[src/rtl/huff_pack_pkg.sv]
// Shared widths and FSM encoding for the Huffman word packer.
// Latency: n/a (declarations only).
// Backpressure: n/a.
package huff_pack_pkg;

  localparam int OUT_W  = 64;   // output word width
  localparam int IN_W   = 256;  // input chunk width
  localparam int LEN_W  = 8;    // in_len width, 0..255
  localparam int BUF_W  = 320;  // residual buffer; max fill 63+255=318
  localparam int CNT_W  = 9;    // buffer fill count, 0..318
  localparam int BITS_W = 7;    // out_bits width, 0..64

  typedef enum logic [1:0] {
    ST_ACCEPT = 2'd0,  // fill < 64, taking chunks
    ST_DRAIN  = 2'd1,  // fill >= 64, emitting full words
    ST_FLUSH  = 2'd2   // last chunk taken, emitting remainder
  } state_e;

endpackage

[src/rtl/pack_shift_320.sv]
// Merges an LSB-first chunk into the residual buffer above its current fill.
// Latency: combinational.
// Backpressure: none; the caller decides when the result is committed.
// Ports: buf_i current buffer, data_i chunk, shamt_i fill count, buf_o merged.
module pack_shift_320
  import huff_pack_pkg::*;
(
  input  logic [BUF_W-1:0] buf_i,
  input  logic [IN_W-1:0]  data_i,
  input  logic [CNT_W-1:0] shamt_i,
  output logic [BUF_W-1:0] buf_o
);

  logic [BUF_W-1:0] data_ext;

  // Bits of buf_i at/above shamt_i are zero and bits of data_i at/above
  // in_len are zero, so a plain OR is a lossless append.
  assign data_ext = {{(BUF_W-IN_W){1'b0}}, data_i};
  assign buf_o    = buf_i | (data_ext << shamt_i);

endmodule

[src/rtl/huff_word_packer.sv]
// Repacks variable-length LSB-first chunks into 64-bit words; final word zero-padded with bit count.
// Latency: word valid the cycle after the accept that fills 64 bits or carries in_last.
// Backpressure: in_ready low whenever a word is pending; word held stable until out_ready.
// Ports: clk/reset (async active-low); in_valid/in_ready/in_data/in_len/in_last chunk side;
//        out_valid/out_ready/out_data/out_last/out_bits word side.
module huff_word_packer
  import huff_pack_pkg::*;
(
  input  logic              clk,
  input  logic              reset,
  input  logic              in_valid,
  output logic              in_ready,
  input  logic [IN_W-1:0]   in_data,
  input  logic [LEN_W-1:0]  in_len,
  input  logic              in_last,
  output logic              out_valid,
  input  logic              out_ready,
  output logic [OUT_W-1:0]  out_data,
  output logic              out_last,
  output logic [BITS_W-1:0] out_bits
);

  localparam logic [CNT_W-1:0] CNT_WORD = CNT_W'(OUT_W);

  state_e             state_q, state_d;
  logic [BUF_W-1:0]   acc_q, acc_d, acc_merged;
  logic [CNT_W-1:0]   cnt_q, cnt_d;

  logic               in_ready_q, in_ready_d;
  logic               out_valid_q, out_valid_d;
  logic [OUT_W-1:0]   out_data_q, out_data_d;
  logic               out_last_q, out_last_d;
  logic [BITS_W-1:0]  out_bits_q, out_bits_d;

  logic               acc_fire;
  logic               out_fire;

  pack_shift_320 u_shift (
    .buf_i   (acc_q),
    .data_i  (in_data),
    .shamt_i (cnt_q),
    .buf_o   (acc_merged)
  );

  // Handshakes use the registered flags so nothing combinational from the
  // opposite side leaks into the state decision beyond the qualifier.
  assign acc_fire = in_valid && in_ready_q;
  assign out_fire = out_valid_q && out_ready;

  always_comb begin
    state_d = state_q;
    acc_d   = acc_q;
    cnt_d   = cnt_q;

    unique case (state_q)
      ST_ACCEPT: begin
        if (acc_fire) begin
          acc_d = acc_merged;
          cnt_d = cnt_q + CNT_W'(in_len);
          if (in_last) begin
            state_d = ST_FLUSH;
          end else if (cnt_d >= CNT_WORD) begin
            state_d = ST_DRAIN;
          end
        end
      end
      ST_DRAIN: begin
        if (out_fire) begin
          acc_d = acc_q >> OUT_W;
          cnt_d = cnt_q - CNT_WORD;
          if (cnt_d < CNT_WORD) begin
            state_d = ST_ACCEPT;
          end
        end
      end
      ST_FLUSH: begin
        if (out_fire) begin
          if (cnt_q > CNT_WORD) begin
            acc_d = acc_q >> OUT_W;
            cnt_d = cnt_q - CNT_WORD;
          end else begin
            // Final word gone: start the next stream from a clean buffer.
            acc_d   = '0;
            cnt_d   = '0;
            state_d = ST_ACCEPT;
          end
        end
      end
      default: begin
        state_d = ST_ACCEPT;
      end
    endcase
  end

  // Outputs are precomputed from next-state values so they are plain flops.
  always_comb begin
    in_ready_d  = (state_d == ST_ACCEPT);
    out_valid_d = (state_d != ST_ACCEPT);
    out_data_d  = out_valid_d ? acc_d[OUT_W-1:0] : '0;
    // Empty stream reaches here with cnt 0 and reports out_bits = 0.
    out_last_d  = (state_d == ST_FLUSH) && (cnt_d <= CNT_WORD);
    out_bits_d  = out_last_d ? cnt_d[BITS_W-1:0] : '0;
  end

  always_ff @(posedge clk or negedge reset) begin
    if (!reset) begin
      state_q     <= ST_ACCEPT;
      acc_q       <= '0;
      cnt_q       <= '0;
      in_ready_q  <= 1'b0;
      out_valid_q <= 1'b0;
      out_data_q  <= '0;
      out_last_q  <= 1'b0;
      out_bits_q  <= '0;
    end else begin
      state_q     <= state_d;
      acc_q       <= acc_d;
      cnt_q       <= cnt_d;
      in_ready_q  <= in_ready_d;
      out_valid_q <= out_valid_d;
      out_data_q  <= out_data_d;
      out_last_q  <= out_last_d;
      out_bits_q  <= out_bits_d;
    end
  end

  assign in_ready  = in_ready_q;
  assign out_valid = out_valid_q;
  assign out_data  = out_data_q;
  assign out_last  = out_last_q;
  assign out_bits  = out_bits_q;

endmodule

[config.mk]
export PLATFORM = sky130hd
export DESIGN_NAME = huff_word_packer
export DESIGN_NICKNAME = d
export VERILOG_FILES = /design/src/rtl/huff_pack_pkg.sv /design/src/rtl/pack_shift_320.sv /design/src/rtl/huff_word_packer.sv
export SDC_FILE = /design/constraint.sdc
export NUM_CORES = 2
export LEC_CHECK = 0
export CORE_MARGIN = 4
export CORE_UTILIZATION = 35
export CTS_CLUSTER_SIZE = 25
export DETAILED_ROUTE_END_ITERATION = 7
export PLACE_DENSITY_LB_ADDON = 0.1
export SETUP_SLACK_MARGIN = 0.5
export SYNTH_ARGS = -nofsm -noshare
export SYNTH_HDL_FRONTEND = slang
export SYNTH_SLANG_ARGS = --single-unit
[constraint.sdc]
create_clock -name clk -period 8 [get_ports clk]
set_clock_uncertainty 0.05 [all_clocks]
set_input_delay 1.2 -clock clk [delete_from_list [all_inputs] [get_ports clk]]
set_output_delay 1.2 -clock clk [all_outputs]
set_load 0.005 [all_outputs]
==> flow_metrics.env <==
export IMPL_wl_per_cell_microns=46.8
export IMPL_clk_path_buf_depth=3
export IMPL_firstDrtPassIters=8
export IMPL_via_count=49700
export IMPL_ioPinCount=343
export IMPL_row_count=133
export IMPL_crit_path_max_fanout=91
export IMPL_async_flop_share=1.00
export IMPL_hp_class="reg2reg"
export IMPL_syn_instance_count=4608
export IMPL_die_width_microns=373
export IMPL_final_common_cell="mux4_2"
export IMPL_worstPathArrival_ns=6.12
export IMPL_dp_hpwl_microns=228000
export IMPL_place_congestion=1.06
export IMPL_clkLatencyLatePin_ns=0.63
export IMPL_path_class="reg2reg"
export IMPL_drt_antenna_violating_nets=0
export IMPL_postCtsSetupRepairBufs=0
export IMPL_synth_nets=4888
export IMPL_clock_sinks=405
export IMPL_grt_max_degree=158
export IMPL_dieArea_sq_mm=0.139
export IMPL_wl_microns=304000
export IMPL_cts_resized=0
export IMPL_initial_utilization=0.354
export IMPL_hold_viol=0
export IMPL_multi_input_area_sq_mm=0.0340
export IMPL_grt_pass1_vias=46100
export IMPL_finalCritPeriodShare=0.718
export IMPL_die_h_microns=373
export IMPL_post_route_drc_count=11
export IMPL_root_buffer="clkbuf_16"
export IMPL_drv_cap=2
export IMPL_gr_usage_all_layers=0.417
export IMPL_tns_ns=0
export IMPL_ys_ff_latch=405
export IMPL_finalSetupViolations=0
export IMPL_synth_seq_area_share=0.217
export IMPL_core_area_sq_mm=0.132
export IMPL_max_clock_freq_ghz=0.174
export IMPL_synthFlopType="dfrtp_1"
export IMPL_grt_overflow=0
export IMPL_cts_buffers=47
export IMPL_viasPerCell=7.66
export IMPL_fin_util=0.404
export IMPL_io_buffers=342
export IMPL_netlist_area_sq_mm=0.0467
export IMPL_synth_cell_types=89
export IMPL_finalCriticalPeriod_ns=5.74
export IMPL_final_cell_mix="470 x mux4_2, 420 x mux2i_1, 398 x dfrtp_1, 341 x clkdlybuf4s50_1, 300 x nand2_1"
export IMPL_worst_setup_path_end_kind="register"
export IMPL_hold_buffers=0
export IMPL_syn2layout_area_growth_pct=14.2
export IMPL_synth_edf_count=0
export IMPL_status="complete, but fails checks"
export IMPL_tightest_slew_ns=1.55
export IMPL_regArea_sq_mm=0.0102
export IMPL_syn_avg_cell_area_sq_um=10.1
export IMPL_hold_slack_ns=0.430
export IMPL_grt_setup_unrepaired="no"
export IMPL_worst_ep_required_time_ns=8.38
export IMPL_grt_first_pass_wirelength_microns=411000
export IMPL_cts_tree="built"
export IMPL_antenna_found_initial=36
export IMPL_drive_gt1_frac=0.236
export IMPL_htreeDepth=2
export IMPL_finalMaxSlewViolations=9
export IMPL_cp_start_kind="register"
export IMPL_clkTransAtPathRegs_ns=0.07
export IMPL_drtIter0Drc=8871
export IMPL_fin_nets=4937
export IMPL_yosysWarnings=0
export IMPL_failed_checks="DRC, capacitance limit, slew limit"
export IMPL_fill_cells=12900
export IMPL_relSlewSlack=-0.0427
-- routing by layer --
layer | track usage | part of all wire | vias to the layer above | routed length (microns)
met5 | 0.00480 | 0.00053 | - | 161
met4 | 0.234 | 0.068 | 22 | 20700
met3 | 0.147 | 0.13 | 762 | 39000
met2 | 0.576 | 0.41 | 4010 | 123000
met1 | 0.563 | 0.40 | 25800 | 121000
li1 | - | - | 19100 | -
-- flip-flops by register name (all words and copies together) (netlist names) --
signal     flops
acc_q        320
out_data      64
cnt_q          9
out_bits       7
state_q        2
in_ready       1
out_last       1
out_valid      1
-- area by class of cell --
type,instances,share of cell area
clock buffers,63,0.0247
diodes,32,0.00150
clock inverters,24,0.00566
repair buffers,515,0.0925
well taps,1755,0.0412
multi-input cells,3627,0.639
flip-flops and latches,405,0.191
inverters,61,0.00458
-- final timing paths --
kind / startpoint / to / slack (ns) / cells after the start
worst max-delay path: cnt_q[1] / out_data[49] / 2.26 / 8
max in group asynchronous: reset / out_data[27] / 5.80 / 2
worst max register to register: cnt_q[1] / out_data[49] / 2.26 / 8
worst min register to register: acc_q[163] / acc_q[99] / 0.43 / 2
min in group asynchronous: reset / out_data[54] / 0.54 / 1
worst min-delay path: acc_q[163] / acc_q[99] / 0.43 / 2
-- Yosys cell counts (52+ instances only) --
| library cell | number | area, sq um |
|---|---|---|
| buf_2 | 103 | 515 |
| inv_1 | 59 | 221 |
| clkbuf_1 | 295 | 1110 |
| mux2_2 | 272 | 3060 |
| mux4_2 | 470 | 10600 |
| dfrtp_1 | 405 | 10100 |
| a22o_1 | 71 | 622 |
| a22oi_1 | 232 | 1740 |
| o21ai_0 | 217 | 1090 |
| o22ai_1 | 96 | 601 |
| nand2_1 | 304 | 1140 |
| a21oi_1 | 255 | 1280 |
| a211oi_1 | 57 | 428 |
| o211ai_1 | 77 | 578 |
| a222oi_1 | 97 | 971 |
| mux2i_1 | 421 | 4210 |
| nor2_1 | 257 | 965 |
| o221ai_1 | 52 | 455 |
| a221oi_1 | 77 | 674 |
| a221o_1 | 56 | 561 |
-- cell families (layout without fill, tap and decap cells) --
| logic type | count (synthesis) | in the layout | synth area share |
|---|---|---|---|
| fa+ha+maj | 12 | 12 | 0.00332 |
| buf+inv | 576 | 663 | 0.0582 |
| simple gates | 800 | 800 | 0.0760 |
| compound gates | 1635 | 1635 | 0.255 |
| other cells | 0 | 32 | 0 |
| xor+xnor | 6 | 6 | 0.00113 |
| mux | 1174 | 1174 | 0.389 |
| flops | 405 | 405 | 0.217 |
-- worst max-delay path, stage by stage (launching register included) --
cell,delay (ns)
dfrtp_4,0.99
buf_12,0.55
mux4_2,0.64
mux2_2,0.33
a22o_1,0.21
o21ai_0,1.03
mux2i_1,0.45
a222oi_1,1.01
a21oi_1,0.16
-- stage by stage --
stage	worst slack, ns	area (sq um)	cells
4_1_cts	2.44	53200	6450
3_5_place_dp	2.29	51600	6363
3_3_place_gp	2.32	51600	6363
2_1_floorplan	4.29	46700	4608
5_1_grt	2.46	53200	6454
6_report	2.26	53300	6482
Power is left out: the tool's default activity adds up to more than one toggle a clock period on the data nets, which glitch-free logic cannot reach.
